[config.mk]
export PLATFORM = sky130hd
export DESIGN_NAME = product_accumulator
export DESIGN_NICKNAME = d
export VERILOG_FILES = /design/src/rtl/product_accumulator.sv
export SDC_FILE = /design/constraint.sdc
export NUM_CORES = 1
export LEC_CHECK = 0
export BUFFER_PORTS_ARGS = -buffer_cell sky130_fd_sc_hd__buf_4
export CAP_MARGIN = 25
export CORE_MARGIN = 2
export CORE_UTILIZATION = 60
export CTS_BUF_LIST = sky130_fd_sc_hd__clkbuf_16
export CTS_CLUSTER_DIAMETER = 60
export DETAILED_ROUTE_END_ITERATION = 8
export GPL_TIMING_DRIVEN = 0
export PLACE_DENSITY_LB_ADDON = 0.08
export SYNTH_ARGS = -nofsm -noshare
export SYNTH_HDL_FRONTEND = slang
export SYNTH_SLANG_ARGS = --single-unit
[constraint.sdc]
create_clock -name clk_i -period 8 [get_ports clk_i]
set_input_delay 0 -clock clk_i [delete_from_list [all_inputs] [get_ports clk_i]]
set_output_delay 0 -clock clk_i [all_outputs]
set_load 0.01 [all_outputs]
[src/rtl/product_accumulator.sv]
// product_accumulator: sums a programmable-length frame of unsigned products into a
// saturating accumulator and presents the total through a valid/ready result port.
`default_nettype none

module product_accumulator #(
  parameter int P_W   = 16,
  parameter int ACC_W = 24,
  parameter int CNT_W = 8
) (
  input  logic             clk_i,
  input  logic             rst_ni,
  input  logic             start_i,
  input  logic [CNT_W-1:0] frame_len_i,
  input  logic             prod_valid_i,
  input  logic [P_W-1:0]   prod_i,
  output logic             prod_ready_o,
  output logic [ACC_W-1:0] acc_out_o,
  output logic             acc_valid_o,
  input  logic             acc_ready_i,
  output logic             overflow_o,
  output logic             busy_o
);

  localparam logic [1:0] S_IDLE  = 2'd0;
  localparam logic [1:0] S_ACCUM = 2'd1;
  localparam logic [1:0] S_DONE  = 2'd2;

  logic [1:0]       state_q, state_d;
  logic [ACC_W-1:0] acc_q, acc_d;
  logic             ovf_q, ovf_d;
  logic [CNT_W-1:0] cnt_q, cnt_d;
  logic [CNT_W-1:0] len_q, len_d;

  logic [ACC_W:0]   sum_w;
  logic [CNT_W-1:0] cnt_inc_w;

  // One extra bit on the sum exposes the carry used for saturation.
  assign sum_w     = {1'b0, acc_q} + {{(ACC_W + 1 - P_W){1'b0}}, prod_i};
  assign cnt_inc_w = cnt_q + 1'b1;

  always_comb begin
    state_d = state_q;
    acc_d   = acc_q;
    ovf_d   = ovf_q;
    cnt_d   = cnt_q;
    len_d   = len_q;
    case (state_q)
      S_IDLE: begin
        if (start_i) begin
          acc_d = '0;
          ovf_d = 1'b0;
          cnt_d = '0;
          len_d = frame_len_i;
          state_d = (frame_len_i == '0) ? S_DONE : S_ACCUM;
        end
      end
      S_ACCUM: begin
        if (prod_valid_i) begin
          if (sum_w[ACC_W]) begin
            acc_d = '1;
            ovf_d = 1'b1;
          end else begin
            acc_d = sum_w[ACC_W-1:0];
          end
          cnt_d = cnt_inc_w;
          if (cnt_inc_w == len_q) begin
            state_d = S_DONE;
          end
        end
      end
      S_DONE: begin
        if (acc_ready_i) begin
          state_d = S_IDLE;
        end
      end
      default: state_d = S_IDLE;
    endcase
  end

  always_ff @(posedge clk_i or negedge rst_ni) begin
    if (!rst_ni) begin
      state_q <= S_IDLE;
      acc_q   <= '0;
      ovf_q   <= 1'b0;
      cnt_q   <= '0;
      len_q   <= '0;
    end else begin
      state_q <= state_d;
      acc_q   <= acc_d;
      ovf_q   <= ovf_d;
      cnt_q   <= cnt_d;
      len_q   <= len_d;
    end
  end

  // Handshake flags decode straight from state so no input reaches an output.
  assign prod_ready_o = (state_q == S_ACCUM);
  assign acc_valid_o  = (state_q == S_DONE);
  assign busy_o       = (state_q != S_IDLE);
  assign acc_out_o    = acc_q;
  assign overflow_o   = ovf_q;

endmodule

`default_nettype wire

==> out/metrics.cfg, run 1 <==
[cts]
cts_tree=built
htreeDepth=2
cts-resized-gates=0
cts_buffer_depth=2
root_buffer=clkbuf_16
postCtsSetupBuffers=0
hold_buffers=9
clk_pin_slew_ps=60
insertion_delay_ps=280
cts_buffers=5
cts_sinks=43

[outcome]
status=finished, final reports clean

[final_layout]
syn_to_final_growth_pct=24.39
fill_cells=360
final_nets=465
drive_gt1_share_pct=18.85
insertedDiodeCount=0
stdcell_area_sq_um=3752

[place]
placed_area_sq_um=3521
hpwlAfterDp_um=5515
place_congestion=0.8811
io_buffers=56

[synthesis]
yosysUniqueCellTypes=53
synth.cell_area_sq_um=3017
synth_fp_nets=393
yosysSeqAreaShare_pct=35.67
synth_edf_count=0
syn_area_per_cell_sq_um=8.719
synth_cells=346
ys.flop_type=dfrtp_1
synth_seq_cells=43
ys_async_sr_fraction_pct=100.0
ys.warnings.count=0

[power]
leakage_nw=1.838
totalPowerFinal_w=0.001150
vdd_ir_drop_max_uv=172.3
combPwrFrac_pct=52.7
share_seq_of_total_power_pct=30.3
internal_power_w=0.0006677
powerDensity_nw_per_um2=306.5
clkPwrFrac_pct=17.0
switching_share_pct=41.95
switchingPower_w=0.0004824

[sta]
worst_pin_slew_ps=549.9
rsz0062_at_grt=false
clock.fmax_ghz=0.3453
drv_slew=0
period_minus_slack_ps=2896
max_slew_margin_pct=62.40
setup_viol=0
skew_ps=1.905
tns_ps=0
finalHoldViolCount=0
min_period_over_period_pct=36.20

[grt]
grt_pass1_wl_um=12430
grt_max_degree=44
grt_pass1_vias=2699
track_usage_pct=28.64
gr-total-overflow=0
antenna_found_initial=0

[die]
ios=57
die_h_um=74.91
core-area_sq_um=4786
die-width_um=74.91
rows=25
dieArea_sq_um=5611
initial_utilization_pct=63.03

[run]
cap_violations=0

[detailed_routing]
wire_per_inst_um=15.77
dr.pass1.iters=6
drcViolationCount=0
wl_um=7666
vias_per_cell=6.070
ant_nets=0
drt-initial-drc-count=198
via_count=2950

[worst_setup_path]
startpoint_type=flip-flop
end_kind=flip-flop
path_max_fanout=10
cp.arrival_ps=3030
path_class=reg2reg
worst_ep_required_time_ps=8140

[hold_path]
min_path_type=in2reg

-- critical path: stages, from the launching register on --
cell       delay [ps]
dfrtp_1           400
ha_1              220
fa_1              440
a211oi_2          290
o21bai_2          130
o2111ai_2         230
nand2_2           130
a22o_4            270
nand3_1           200
buf_2             290
o211ai_1          140
-- flip-flops by register name (all words and copies together) (netlist names) --
register    cells
len_q           8
cnt_q           8
acc_out_o      24
overflow_o      1
state_q         2
-- area by class of cell --
type	count	area, sq um	share of cell area, %
plain buffers	14	63.81	1.701
clock buffers	5	125.1	3.334
clock inverters	3	16.27	0.4335
inverters	5	18.77	0.5002
multi-input cells	284	1858	49.52
flip-flops and latches	43	1076	28.68
well taps	67	83.83	2.234
repair buffers	65	510.5	13.60
-- cell families after synthesis --
| kind of cell | after synthesis | synth area share [%] |
|---|---|---|
| AOI/OAI and AO/OA | 110 | 24.60 |
| xor gates and xnor gates | 23 | 6.678 |
| buffers and inverters | 19 | 2.737 |
| muxes | 7 | 2.364 |
| and+or+nand+nor | 126 | 20.24 |
| adders and majority gates | 18 | 7.715 |
| DFF | 43 | 35.67 |
-- worst paths after layout --
kind,start,end,slack (ps),cells past startpoint
min,acc_ready_i,state_q[1]$_DFFE_PN0P_,40,3
max in group asynchronous,rst_ni,cnt_q[3]$_DFFE_PN0P_,7360,2
min in group asynchronous,rst_ni,acc_out_o[9]$_DFFE_PN0P_,250,2
max,acc_out_o[0]$_DFFE_PN0P_,acc_out_o[23]$_DFFE_PN0P_,5100,10
min reg2reg,len_q[1]$_DFFE_PN0P_,len_q[1]$_DFFE_PN0P_,500,2
max reg2reg,acc_out_o[0]$_DFFE_PN0P_,acc_out_o[23]$_DFFE_PN0P_,5100,10
-- layer usage --
layer	wire length (um)	GRT usage, %	part of all wire [%]	up-vias
li1	-	-	-	1417
met5	0	0	0	-
met2	3575	45.61	47	131
met3	599	3.882	7.8	4
met4	46	8.135	0.60	0
met1	3445	41.01	45	1398
-- layout by cell type (no fill, tap or decap), types with 6 or more instances in the layout --
cell           count
dlygate4sd3_1      9
a21oi_1           23
o21ai_0           26
nand4_1            7
nand2_1           49
xnor2_1           12
buf_4             56
nand3_1            8
a221o_1            9
dfrtp_1           43
mux2i_1            6
xor2_1            11
o211ai_1           8
clkbuf_1          10
and3_1             8
nor2b_1            6
nor2_1            25
ha_1              17
a21o_1            10
-- per-stage QoR --
step	hold WS, ps	setup slack (ps)	utilization (%)	cells
floorplan	-295.6	5410	-	346
global placement	28.32	5217	73.57	469
detailed placement	30.00	5129	73.57	469
CTS	31.69	5116	78.41	486
global route	36.19	4989	78.41	486
finish	36.03	5104	78.41	486
-- synthesized netlist by cell type, types with 5 or more instances --
| master | number | area [sq um] |
|---|---|---|
| a21o_1 | 10 | 75.07 |
| a21oi_1 | 23 | 115.1 |
| a221o_1 | 9 | 90.09 |
| and3_1 | 8 | 50.05 |
| clkbuf_1 | 10 | 37.54 |
| dfrtp_1 | 43 | 1076 |
| ha_1 | 17 | 212.7 |
| mux2i_1 | 6 | 60.06 |
| nand2_1 | 49 | 183.9 |
| nand3_1 | 8 | 40.04 |
| nand4_1 | 7 | 43.79 |
| nor2_1 | 25 | 93.84 |
| nor2b_1 | 6 | 37.54 |
| o211ai_1 | 8 | 60.06 |
| o21ai_0 | 26 | 130.1 |
| o21ai_1 | 5 | 25.02 |
| xnor2_1 | 12 | 105.1 |
| xor2_1 | 11 | 96.34 |
-- power by group through the flow --
stage	clock network, W	registers (W)	logic [W]
after floorplan	0	0.000351	0.000412
after global placement	0	0.000346	0.000580
after detailed placement	0	0.000350	0.000595
after CTS	0.000199	0.000347	0.000605
after global routing	0.000210	0.000355	0.000674
final	0.000195	0.000348	0.000607
Note: power is estimated with default switching activity, not from simulation.
==> inputs of run 2 (changes only) <==
Settings changed: CORE_UTILIZATION 60 to 51.
Clock period 8 ns to 2.5 ns, I/O delays scaled along.
==> run 2 against run 1 <==
  * Sequential power rose to 3.2 times the previous value
  * Clock skew is 4.2 ps higher
  * Register-to-register slack worse by 5100 ps
  * Worst setup slack got worse by 5100 ps
  * Die area up 17%
  * Maximum frequency grew 18%
  * First-iteration DRC count shrank 23%
  * Via count fell by 0.71%
  * Combinational power grew to 3.4 times the previous value
  * Total power rose to 3.3 times the previous value
  * Utilization decreased by 12 points
  * Sequential share of layout area decreased by 0.93 points
==> out/metrics.cfg, run 2 (synthesis results as in run 1) <==
[cts]
cts_sinks=43  ; unchanged
insertion_delay_ps=280  ; about the same
cts_buffer_depth=2  ; unchanged
root_buffer=clkbuf_16
cts_buffers=5  ; unchanged
htreeDepth=2  ; unchanged
clk_pin_slew_ps=60  ; about the same
cts_tree=built

[power]
vdd_ir_drop_max_uv=492.4  ; +190%
leakage_nw=1.888  ; +2.8%
totalPowerFinal_w=0.003788  ; +230%
powerDensity_nw_per_um2=977.0  ; +220%

[place]
io_buffers=56  ; unchanged
place_congestion=0.9175  ; +4.1%
hpwlAfterDp_um=5369  ; -2.7%

[grt]
grt_pass1_wl_um=13220  ; +6.3%
grt_pass1_vias=2689  ; -0.37%
grt_max_degree=44  ; unchanged
gr-total-overflow=0  ; unchanged
track_usage_pct=26.06  ; -2.6 points
antenna_found_initial=0  ; unchanged
met1_usage_pct=35.46  ; -5.5 points
use_met3_pct=4.444  ; +0.56 points
busiest_layer=met2
use_met2_pct=43.31  ; -2.3 points

[detailed_routing]
wire_per_inst_um=16.14  ; +2.3%
drcViolationCount=0  ; unchanged
vias_per_cell=5.858  ; -3.5%
wl_um=8070  ; +5.3%
drt-initial-drc-count=153  ; -23%
dr.pass1.iters=4  ; -2
ant_nets=0  ; unchanged
via_count=2929  ; -0.71%

[final_layout]
fin_util_pct=66.67  ; -12 points
largest_register_ffs=24  ; unchanged
final_nets=473  ; +1.7%
mostFrequentLayoutCell=buf_4
drive_gt1_share_pct=21.65  ; +2.8 points
final_cell_mix=buf_4, nand2_1, dfrtp_1
insertedDiodeCount=0  ; unchanged
syn_to_final_growth_pct=28.54

[outcome]
status=finished, final reports clean

[sta]
setup_viol=0  ; unchanged
drv_slew=0  ; unchanged
period_minus_slack_ps=2453  ; -442.4 ps
max_slew_margin_pct=60.92  ; -1.5 points
worst_pin_slew_ps=586.3  ; +36.42 ps
skew_ps=6.088  ; +4.182 ps
rsz0062_at_grt=true
min_period_over_period_pct=98.14  ; +62 points
finalHoldViolCount=0  ; unchanged
clock.fmax_ghz=0.4076  ; +18%

[die]
die_h_um=80.91  ; +8.0%
core-area_sq_um=5816  ; +22%
ios=57  ; unchanged
die-width_um=80.91  ; +8.0%
initial_utilization_pct=51.87  ; -11 points
rows=28  ; +12%
dieArea_sq_um=6546  ; +17%

[worst_setup_path]
end_kind=flip-flop
ff2ff_setup_slack_ps=50  ; -5060 ps
path_class=reg2reg
startpoint_type=flip-flop
r2r_cells=9  ; -1
timing.rr.start=acc_out_o[0]$_DFFE_PN0P_
cp.arrival_ps=2620  ; -410 ps
crit_start=acc_out_o[0]$_DFFE_PN0P_
crit-reg2reg-capture=acc_out_o[4]$_DFFE_PN0P_
worst_ep_required_time_ps=2670  ; -5470 ps
path_max_fanout=5  ; -5

[run]
cap_violations=0  ; unchanged

[hold_path]
min_path_type=in2reg
holdPathStages=3  ; unchanged
hp-start=acc_ready_i
min_to=state_q[1]$_DFFE_PN0P_

-- run 2: cell count changes in the layout (fill, tap and decap cells not counted), sizes merged --
cell	change
clkinvlp	-1
clkinv	-1
and3	+1
clkbuf	-1
buf	+8
-- run 2: critical path, cell delays in order (launching register included) --
cell	delay, ps
dfrtp_1	410
ha_4	180
fa_2	360
a211oi_2	210
o21bai_2	120
o2111ai_2	220
nand2_2	100
a22o_4	270
and3_4	210
a221o_1	270
-- run 2: where the power goes --
group          total [W]  internal (W)  switching (W)
sequential       0.00112      0.000899       0.000219
clock           0.000616      0.000356       0.000260
combinational    0.00205      0.000950        0.00110
total            0.00379       0.00221        0.00158
-- run 2: timing repair --
item,4_1_cts,5_1_grt
cloned,1,0
gates resized for setup,9,2
hold buffers,9,0
endpoints found under the setup margin,21,23
endpoints found under the hold margin,51,0
buffers inserted,6,3
pin swaps,11,8
-- run 2: routing by layer --
metal / share of wire (%) / wire length, um / vias up
met1: 45 / 3609 / 1400
met5: 0 / 0 / -
met4: 1.2 / 98 / 0
met3: 5.8 / 470 / 9
met2: 48 / 3892 / 92
li1: - / - / 1428
-- run 2: worst max-delay path by stage --
stage          slack (ps)                        end  depth (start not counted)
2_1_floorplan          30   acc_out_o[0]$_DFFE_PN0P_                         10
3_3_place_gp         -150  acc_out_o[19]$_DFFE_PN0P_                         10
3_5_place_dp         -170  acc_out_o[13]$_DFFE_PN0P_                         10
4_1_cts               -30   acc_out_o[5]$_DFFE_PN0P_                          9
5_1_grt               -50   acc_out_o[5]$_DFFE_PN0P_                          9
6_report               50   acc_out_o[4]$_DFFE_PN0P_                          9
-- run 2: layout make-up --
type                    instances  area [sq um]
well taps                      75         93.84
clock inverters                 1         3.754
inverters                       5         18.77
flip-flops and latches         43          1076
fillers                       498          1938
plain buffers                  12         55.05
clock buffers                   5         125.1
repair buffers                 74         578.1
multi-input cells             285          1927
-- run 2: stage by stage --
step	std cells	TNS (ps)	instance area, sq um	hold WS, ps	setup slack [ps]
2_1_floorplan	346	0	3022	-295.6	28.32
3_3_place_gp	477	-1955	3536	33.50	-151.7
3_5_place_dp	477	-2457	3536	43.89	-172.7
4_1_cts	498	-149.4	3851	29.47	-25.11
5_1_grt	500	-217.4	3877	42.71	-45.14
6_report	500	0	3877	36.90	46.60
